$ cat config.mk
export PLATFORM = sky130hd
export DESIGN_NAME = alien_fire_ctrl
export DESIGN_NICKNAME = d
export VERILOG_FILES = /design/src/rtl/alien_fire_ctrl.sv
export SDC_FILE = /design/constraint.sdc
export NUM_CORES = 1
export LEC_CHECK = 0
export CORE_ASPECT_RATIO = 1.5
export CORE_MARGIN = 2
export CORE_UTILIZATION = 35
export DETAILED_ROUTE_END_ITERATION = 8
export PLACE_DENSITY_LB_ADDON = 0.25
export SLEW_MARGIN = 20
export SYNTH_ARGS = -nofsm -noshare
export SYNTH_HDL_FRONTEND = slang
export SYNTH_SLANG_ARGS = --single-unit
$ cat constraint.sdc
create_clock -name pixel_clk -period 3.6 [get_ports pixel_clk]
set_input_delay 0.36 -clock pixel_clk [delete_from_list [all_inputs] [get_ports pixel_clk]]
set_output_delay 0.36 -clock pixel_clk [all_outputs]
set_load 0.005 [all_outputs]
$ cat src/rtl/alien_fire_ctrl.sv
// Alien bullet fire controller: picks a random (or aimed) alive column, launches from its
// bottom-most alien once per cooldown. Optional aiming enabled by macro ALIEN_FIRE_AIM_EN.
module alien_fire_ctrl #(
  parameter int          ALIEN_COLS      = 8,
  parameter int          ALIEN_ROWS      = 4,
  parameter int          ALIEN_W         = 32,
  parameter int          ALIEN_H         = 24,
  parameter int          ALIEN_GAP_X     = 16,
  parameter int          ALIEN_GAP_Y     = 12,
  parameter int          COOLDOWN_FRAMES = 60,
  parameter logic [15:0] LFSR_SEED       = 16'hACE1
) (
  input  logic                                pixel_clk,
  input  logic                                rst_n,
  input  logic                                fsync,
  input  logic                                enable,
  input  logic [ALIEN_COLS*ALIEN_ROWS-1:0]    alive,
  input  logic signed [11:0]                  group_x,
  input  logic signed [11:0]                  group_y,
  input  logic signed [11:0]                  player_x,
  input  logic                                bullet_active,
  output logic                                fire,
  output logic [11:0]                         alien_x,
  output logic [11:0]                         alien_y
);

  localparam int N      = ALIEN_COLS * ALIEN_ROWS;
  localparam int CW     = $clog2(ALIEN_COLS);
  localparam int RW     = (ALIEN_ROWS > 1) ? $clog2(ALIEN_ROWS) : 1;
  localparam int IW     = $clog2(N);
  localparam int STEP_X = ALIEN_W + ALIEN_GAP_X;
  localparam int STEP_Y = ALIEN_H + ALIEN_GAP_Y;

  typedef enum logic [2:0] {
    ST_IDLE,
    ST_COOLDOWN,
    ST_SELECT,
    ST_FIRE,
    ST_BUSY
  } state_t;

  state_t          state_q, state_d;
  logic [7:0]      cnt_q, cnt_d;
  logic [15:0]     lfsr_q, lfsr_d;
  logic [CW-1:0]   col_q, col_d;
  logic [CW-1:0]   scan_q, scan_d;
  logic [IW-1:0]   sel_idx_q, sel_idx_d;
  logic            fire_q, fire_d;
  logic [11:0]     alien_x_q, alien_x_d;
  logic [11:0]     alien_y_q, alien_y_d;

  logic [CW-1:0]         rand_col;
  logic [CW-1:0]         start_col;
  logic [ALIEN_COLS-1:0] col_onehot;
  logic [ALIEN_ROWS-1:0] col_bits;
  logic                  col_found;
  logic [RW-1:0]         row_sel;
  logic [IW-1:0]         sel_idx_calc;
  logic [N-1:0]          sel_onehot;
  logic                  alive_sel;
  logic [11:0]           x_calc;
  logic [11:0]           y_calc;

  // Galois form of x^16+x^14+x^13+x^11+1, shifting right.
  assign lfsr_d   = {1'b0, lfsr_q[15:1]} ^ (lfsr_q[0] ? 16'hB400 : 16'h0000);
  assign rand_col = CW'({28'd0, lfsr_q[3:0]} % ALIEN_COLS);

`ifdef ALIEN_FIRE_AIM_EN
  logic          aim_hit;
  logic [CW-1:0] aim_col;

  // Lowest column whose horizontal span covers the player wins.
  always_comb begin
    int left;
    aim_hit = 1'b0;
    aim_col = '0;
    left    = 0;
    for (int c = ALIEN_COLS - 1; c >= 0; c--) begin
      left = int'(group_x) + c * STEP_X;
      if (int'(player_x) >= left && int'(player_x) <= left + ALIEN_W - 1) begin
        aim_hit = 1'b1;
        aim_col = CW'(c);
      end
    end
  end

  assign start_col = aim_hit ? aim_col : rand_col;
`else
  logic unused_player_x;
  assign unused_player_x = ^player_x;
  assign start_col       = rand_col;
`endif

  assign col_onehot = {{(ALIEN_COLS-1){1'b0}}, 1'b1} << col_q;

  // Bottom-most alive alien of the column currently being scanned.
  always_comb begin
    col_found = 1'b0;
    row_sel   = '0;
    col_bits  = '0;
    for (int r = 0; r < ALIEN_ROWS; r++) begin
      col_bits[r] = |(alive[r*ALIEN_COLS +: ALIEN_COLS] & col_onehot);
      if (col_bits[r]) begin
        col_found = 1'b1;
        row_sel   = RW'(r);
      end
    end
  end

  assign sel_idx_calc = IW'(32'(row_sel) * ALIEN_COLS + 32'(col_q));
  assign sel_onehot   = {{(N-1){1'b0}}, 1'b1} << sel_idx_q;
  assign alive_sel    = |(alive & sel_onehot);

  assign x_calc = unsigned'(group_x) + 12'(32'(col_q) * STEP_X + ALIEN_W / 2);
  assign y_calc = unsigned'(group_y) + 12'(32'(row_sel) * STEP_Y + ALIEN_H);

  always_comb begin
    state_d   = state_q;
    cnt_d     = cnt_q;
    col_d     = col_q;
    scan_d    = scan_q;
    sel_idx_d = sel_idx_q;
    fire_d    = fire_q;
    alien_x_d = alien_x_q;
    alien_y_d = alien_y_q;
    unique case (state_q)
      ST_IDLE: begin
        fire_d = 1'b0;
        if (enable && |alive) begin
          state_d = ST_COOLDOWN;
          cnt_d   = 8'(COOLDOWN_FRAMES);
        end
      end
      ST_COOLDOWN: begin
        if (!enable) begin
          state_d = ST_IDLE;
        end else if (fsync) begin
          if (cnt_q <= 8'd1) begin
            state_d = ST_SELECT;
            cnt_d   = 8'd0;
            col_d   = start_col;
            scan_d  = '0;
          end else begin
            cnt_d = cnt_q - 8'd1;
          end
        end
      end
      ST_SELECT: begin
        if (!enable) begin
          state_d = ST_IDLE;
        end else if (col_found) begin
          state_d   = ST_FIRE;
          fire_d    = 1'b1;
          sel_idx_d = sel_idx_calc;
          alien_x_d = x_calc;
          alien_y_d = y_calc;
        end else if (scan_q == CW'(ALIEN_COLS - 1)) begin
          state_d = ST_IDLE;
        end else begin
          col_d  = (col_q == CW'(ALIEN_COLS - 1)) ? '0 : col_q + 1'b1;
          scan_d = scan_q + 1'b1;
        end
      end
      ST_FIRE: begin
        // A bullet accepted on this edge is already launched, so it beats everything else.
        if (fsync && !bullet_active) begin
          state_d = ST_BUSY;
          fire_d  = 1'b0;
        end else if (!enable) begin
          state_d = ST_IDLE;
          fire_d  = 1'b0;
        end else if (!alive_sel) begin
          state_d = ST_SELECT;
          fire_d  = 1'b0;
          col_d   = start_col;
          scan_d  = '0;
        end
      end
      ST_BUSY: begin
        if (!bullet_active) begin
          if (enable) begin
            state_d = ST_COOLDOWN;
            cnt_d   = 8'(COOLDOWN_FRAMES);
          end else begin
            state_d = ST_IDLE;
          end
        end
      end
      default: begin
        state_d = ST_IDLE;
        fire_d  = 1'b0;
      end
    endcase
  end

  always_ff @(posedge pixel_clk or negedge rst_n) begin
    if (!rst_n) begin
      state_q   <= ST_IDLE;
      cnt_q     <= 8'd0;
      lfsr_q    <= LFSR_SEED;
      col_q     <= '0;
      scan_q    <= '0;
      sel_idx_q <= '0;
      fire_q    <= 1'b0;
      alien_x_q <= 12'd0;
      alien_y_q <= 12'd0;
    end else begin
      state_q   <= state_d;
      cnt_q     <= cnt_d;
      lfsr_q    <= lfsr_d;
      col_q     <= col_d;
      scan_q    <= scan_d;
      sel_idx_q <= sel_idx_d;
      fire_q    <= fire_d;
      alien_x_q <= alien_x_d;
      alien_y_q <= alien_y_d;
    end
  end

  assign fire    = fire_q;
  assign alien_x = alien_x_q;
  assign alien_y = alien_y_q;

endmodule

==> results.py <==
metrics = {
    "timing": {
        "fin_skew_ns": 0.00552,
        "setup_viol": 0,
        "fin_crit_sh_pct": 98.1,
        "tns_ns": 0,
        "fin_crit_ns": 3.53,
        "whs_ns": 0.186,
        "finalHoldViolations": 0,
        "max_freq_mhz": 283,
        "rsz0062_at_grt": "yes",
        "drv_slew": 0,
        "max_slew.worst_pin.slew_ns": 0.963,
        "slew_headroom_pct": 35.8,
    },
    "critical_path": {
        "cp-start-kind": "flop",
        "crit_buf_inv": 3,
        "cpMaxStageDelayCell": "or4_4",
        "path_cells": "inv_1 > ha_4 > a222oi_1 > mux2i_1 > or4_4 > inv_4 > ha_4 > inv_2 > ha_4 > fa_2 > a21o_1 > a21oi_2 > nor2b_2 > o2111ai_2 > xor2_1 > o21ai_1",
        "crit_type": "reg -> reg",
        "crit_path_max_incr_delay_ns": 0.55,
        "critPathMaxFanout": 5,
        "required_ns": 3.82,
        "cp_top_family": "compound AO/OA/AOI/OAI gates",
        "reg2reg_setup_slack_ns": 0.07,
        "endpoint_kind": "flop",
        "worstPathArrival_ns": 3.75,
        "crit_path_frequent_cell": "ha_4",
    },
    "cts": {
        "h-tree-depth": 3,
        "clk_pin_slew_ns": 0.05,
        "clk_latency_ns": 0.33,
        "cts_made_buffers": 9,
        "clock_path_buffers": 2,
        "clock-sinks": 63,
        "cts_tree": "yes",
        "root_buffer": "clkbuf_16",
    },
    "floorplan": {
        "row_count": 47,
        "initial_utilization_pct": 36.0,
        "io_pins": 98,
        "dieArea_sq_um": 12300,
        "die_w_um": 91.1,
        "die_h_um": 135,
        "core-area_sq_um": 11100,
    },
    "route": {
        "via_per_inst": 5.24,
        "vias": 3484,
        "drc_errors": 0,
        "drt-initial-drc-count": 215,
        "first_pass_iters": 6,
        "wl_mm": 10.6,
        "drtAntennaViolNets": 0,
        "routedWlPerCell_um": 15.9,
    },
    "synthesis": {
        "syn-instance-count": 393,
        "synth-edff-count": 0,
        "ys_seq_elements": 63,
        "async_flop_share_pct": 100,
        "syn_area_per_cell_sq_um": 10.1,
        "synth_seq_area_share_pct": 39.9,
        "synth_fp_nets": 499,
        "syn_area_sq_um": 3980,
        "yosysWarnings": 0,
        "synth_ff_type": "dfrtp_1",
        "synth_cell_types": 63,
    },
    "place": {
        "placedInstanceArea_sq_um": 5180,
        "io_buffers": 85,
        "gp_congestion": 0.902,
        "dp_hpwl_mm": 7.82,
    },
    "global_route": {
        "grt_pass1_wl_mm": 17.0,
        "grt_pass1_vias": 3544,
        "gr-total-overflow": 0,
        "grt_max_degree": 44,
        "globalRouteTotalUtil_pct": 17.4,
        "antenna_found_initial": 0,
    },
    "cells_and_area": {
        "fin_nets": 619,
        "syn2layout_area_growth_pct": 42.5,
        "num_antenna_cells": 0,
        "drive_above_1_share_pct": 21.8,
        "design_area_sq_um": 5670,
    },
    "power": {
        "p_leak_nw": 2.44,
        "p_switching_mw": 1.79,
        "p_per_area_nw_per_um2": 819,
        "internal_power_mw": 2.86,
        "clkPwrFrac_pct": 16.3,
        "p_seq_share_pct": 25.4,
        "comb_power_share_pct": 58.3,
        "switching_share_pct": 38.5,
        "ir_drop_mv": 0.413,
    },
    "run": {
        "drv_cap": 0,
    },
    "hold_path": {
        "hp-class": "in -> async",
    },
    "run_status": {
        "status": "finished, final reports clean",
    },
}
==> area by class of cell <==
type | count | area (sq um)
Clock inverter | 4 | 22.5
Clock buffer | 12 | 236
Sequential cell | 63 | 1590
Inverter | 23 | 91.3
Multi-Input combinational cell | 285 | 2340
Fill cell | 1041 | 5380
Tap cell | 147 | 184
Timing Repair Buffer | 131 | 1210
==> routing by layer <==
| layer | up-vias | wire length [um] | track usage (%) |
|---|---|---|---|
| met1 | 1697 | 4000 | 18.5 |
| met2 | 79 | 5960 | 32.8 |
| met3 | 21 | 377 | 3.91 |
| met5 | - | 0 | 0 |
| met4 | 0 | 255 | 6.99 |
| li1 | 1687 | - | - |
==> kinds of logic after synthesis <==
kind of cell	after synthesis	synth area share [%]
compound gates	97	16.4
xor+xnor	15	3.30
fa+ha+maj	33	10.9
buf+inv	45	5.41
flops	63	39.9
mux	36	10.1
simple gates	104	14.0
==> worst reg2reg max path, cell delays in order, from the launching register on <==
cell and delay [ns]:
dfrtp_1 0.34, inv_1 0.11, ha_4 0.21, a222oi_1 0.39
mux2i_1 0.19, or4_4 0.55, inv_4 0.09, ha_4 0.12
inv_2 0.03, ha_4 0.15, fa_2 0.34, a21o_1 0.20
a21oi_2 0.17, nor2b_2 0.08, o2111ai_2 0.20, xor2_1 0.17
o21ai_1 0.08
==> worst paths after layout <==
| path | from | to | depth (start not counted) |
|---|---|---|---|
| worst max-delay path | col_q[1]$_DFFE_PN0P_ | alien_y[11]$_DFFE_PN0P_ | 16 |
| worst min-delay path | rst_n | alien_x[1]$_DFFE_PN0P_ | 1 |
| worst max register to register | col_q[1]$_DFFE_PN0P_ | alien_y[11]$_DFFE_PN0P_ | 16 |
| worst min register to register | lfsr_q[4]$_DFF_PN0_ | lfsr_q[3]$_DFF_PN0_ | 0 |
| max in group asynchronous | rst_n | lfsr_q[10]$_DFF_PN1_ | 2 |
| min in group pixel_clk | lfsr_q[4]$_DFF_PN0_ | lfsr_q[3]$_DFF_PN0_ | 0 |
==> Yosys cell counts, drive strengths merged (3+ instances only) <==
| cell type | n | area (sq um) |
|---|---|---|
| ha | 30 | 375 |
| buf | 11 | 87.6 |
| clkbuf | 11 | 41.3 |
| inv | 23 | 86.3 |
| xor2 | 10 | 87.6 |
| nor2 | 16 | 60.1 |
| fa | 3 | 60.1 |
| nand3 | 7 | 35.0 |
| nor2b | 8 | 50.1 |
| a21oi | 20 | 100 |
| mux2 | 24 | 270 |
| or4 | 4 | 37.5 |
| nor3 | 9 | 45.0 |
| dfstp | 8 | 210 |
| o21ai | 30 | 150 |
| a32oi | 4 | 35.0 |
| o31ai | 3 | 22.5 |
| a21o | 5 | 37.5 |
| nor4 | 9 | 71.3 |
| nand4 | 3 | 18.8 |
| nand2 | 32 | 120 |
| a222oi | 8 | 80.1 |
| mux2i | 11 | 110 |
| dfrtp | 55 | 1380 |
| o21a | 3 | 22.5 |
| xnor2 | 5 | 43.8 |
| and3 | 3 | 18.8 |
==> placed cells by master, fill, tap and decap left out, types with 3 or more instances in the layout <==
cell             netlist  routed
a21o_1                 5       5
a21oi_1               20      17
a21oi_2                0       3
a222oi_1               8       8
a32oi_1                4       4
and3_1                 3       3
buf_4                  1      43
clkbuf_1              11       3
clkbuf_16              0       9
clkdlybuf4s50_1        0      84
clkinv_2               0       3
dfrtp_1               55      54
dfstp_2                8       8
ha_1                  30      21
ha_4                   0       9
inv_1                 23      20
mux2_1                 8       8
mux2_2                16      16
mux2i_1               11      11
nand2_1               32      32
nand3_1                7       7
nand4_1                3       3
nor2_1                16      16
nor2b_1                8       6
nor3_1                 9       9
nor4_1                 8       8
o21a_1                 3       3
o21ai_0               16      15
o21ai_1               14      15
xnor2_1                5       5
xor2_1                10      10
==> power groups by stage <==
stage               Combinational (mW)  Clock, mW  Sequential [mW]
CTS                               2.54      0.783             1.17
floorplan                         1.53          0             1.08
global route                      2.99      0.819             1.21
global placement                  2.37          0             1.17
finish                            2.71      0.755             1.18
detailed placement                2.42          0             1.18
==> registers in the layout (all words and copies together) (netlist names), 3 cells and up <==
register and flops:
alien_x 12, alien_y 12, cnt_q 8, col_q 3, lfsr_q 16, scan_q 3, sel_idx_q 5, state_q 3
==> through the flow <==
step / util, % / instances / power, mW / setup slack (ns)
5_1_grt: 51.3 / 665 / 5.02 / -0.108
6_report: 51.3 / 665 / 4.64 / 0.0685
3_3_place_gp: 46.9 / 640 / 3.53 / -0.187
2_1_floorplan: - / 393 / 2.61 / 0.0175
3_5_place_dp: 46.9 / 640 / 3.61 / -0.236
4_1_cts: 49.9 / 660 / 4.49 / 0.0237
==> timing repair <==
item	4_1_cts	5_1_grt
endpoints found under the hold margin	0	0
setup buffers	4	7
endpoints found under the setup margin	5	5
hold buffers	0	0
pin swaps	6	18
gates resized for setup	13	20
Power figures use the tool's default switching activity.
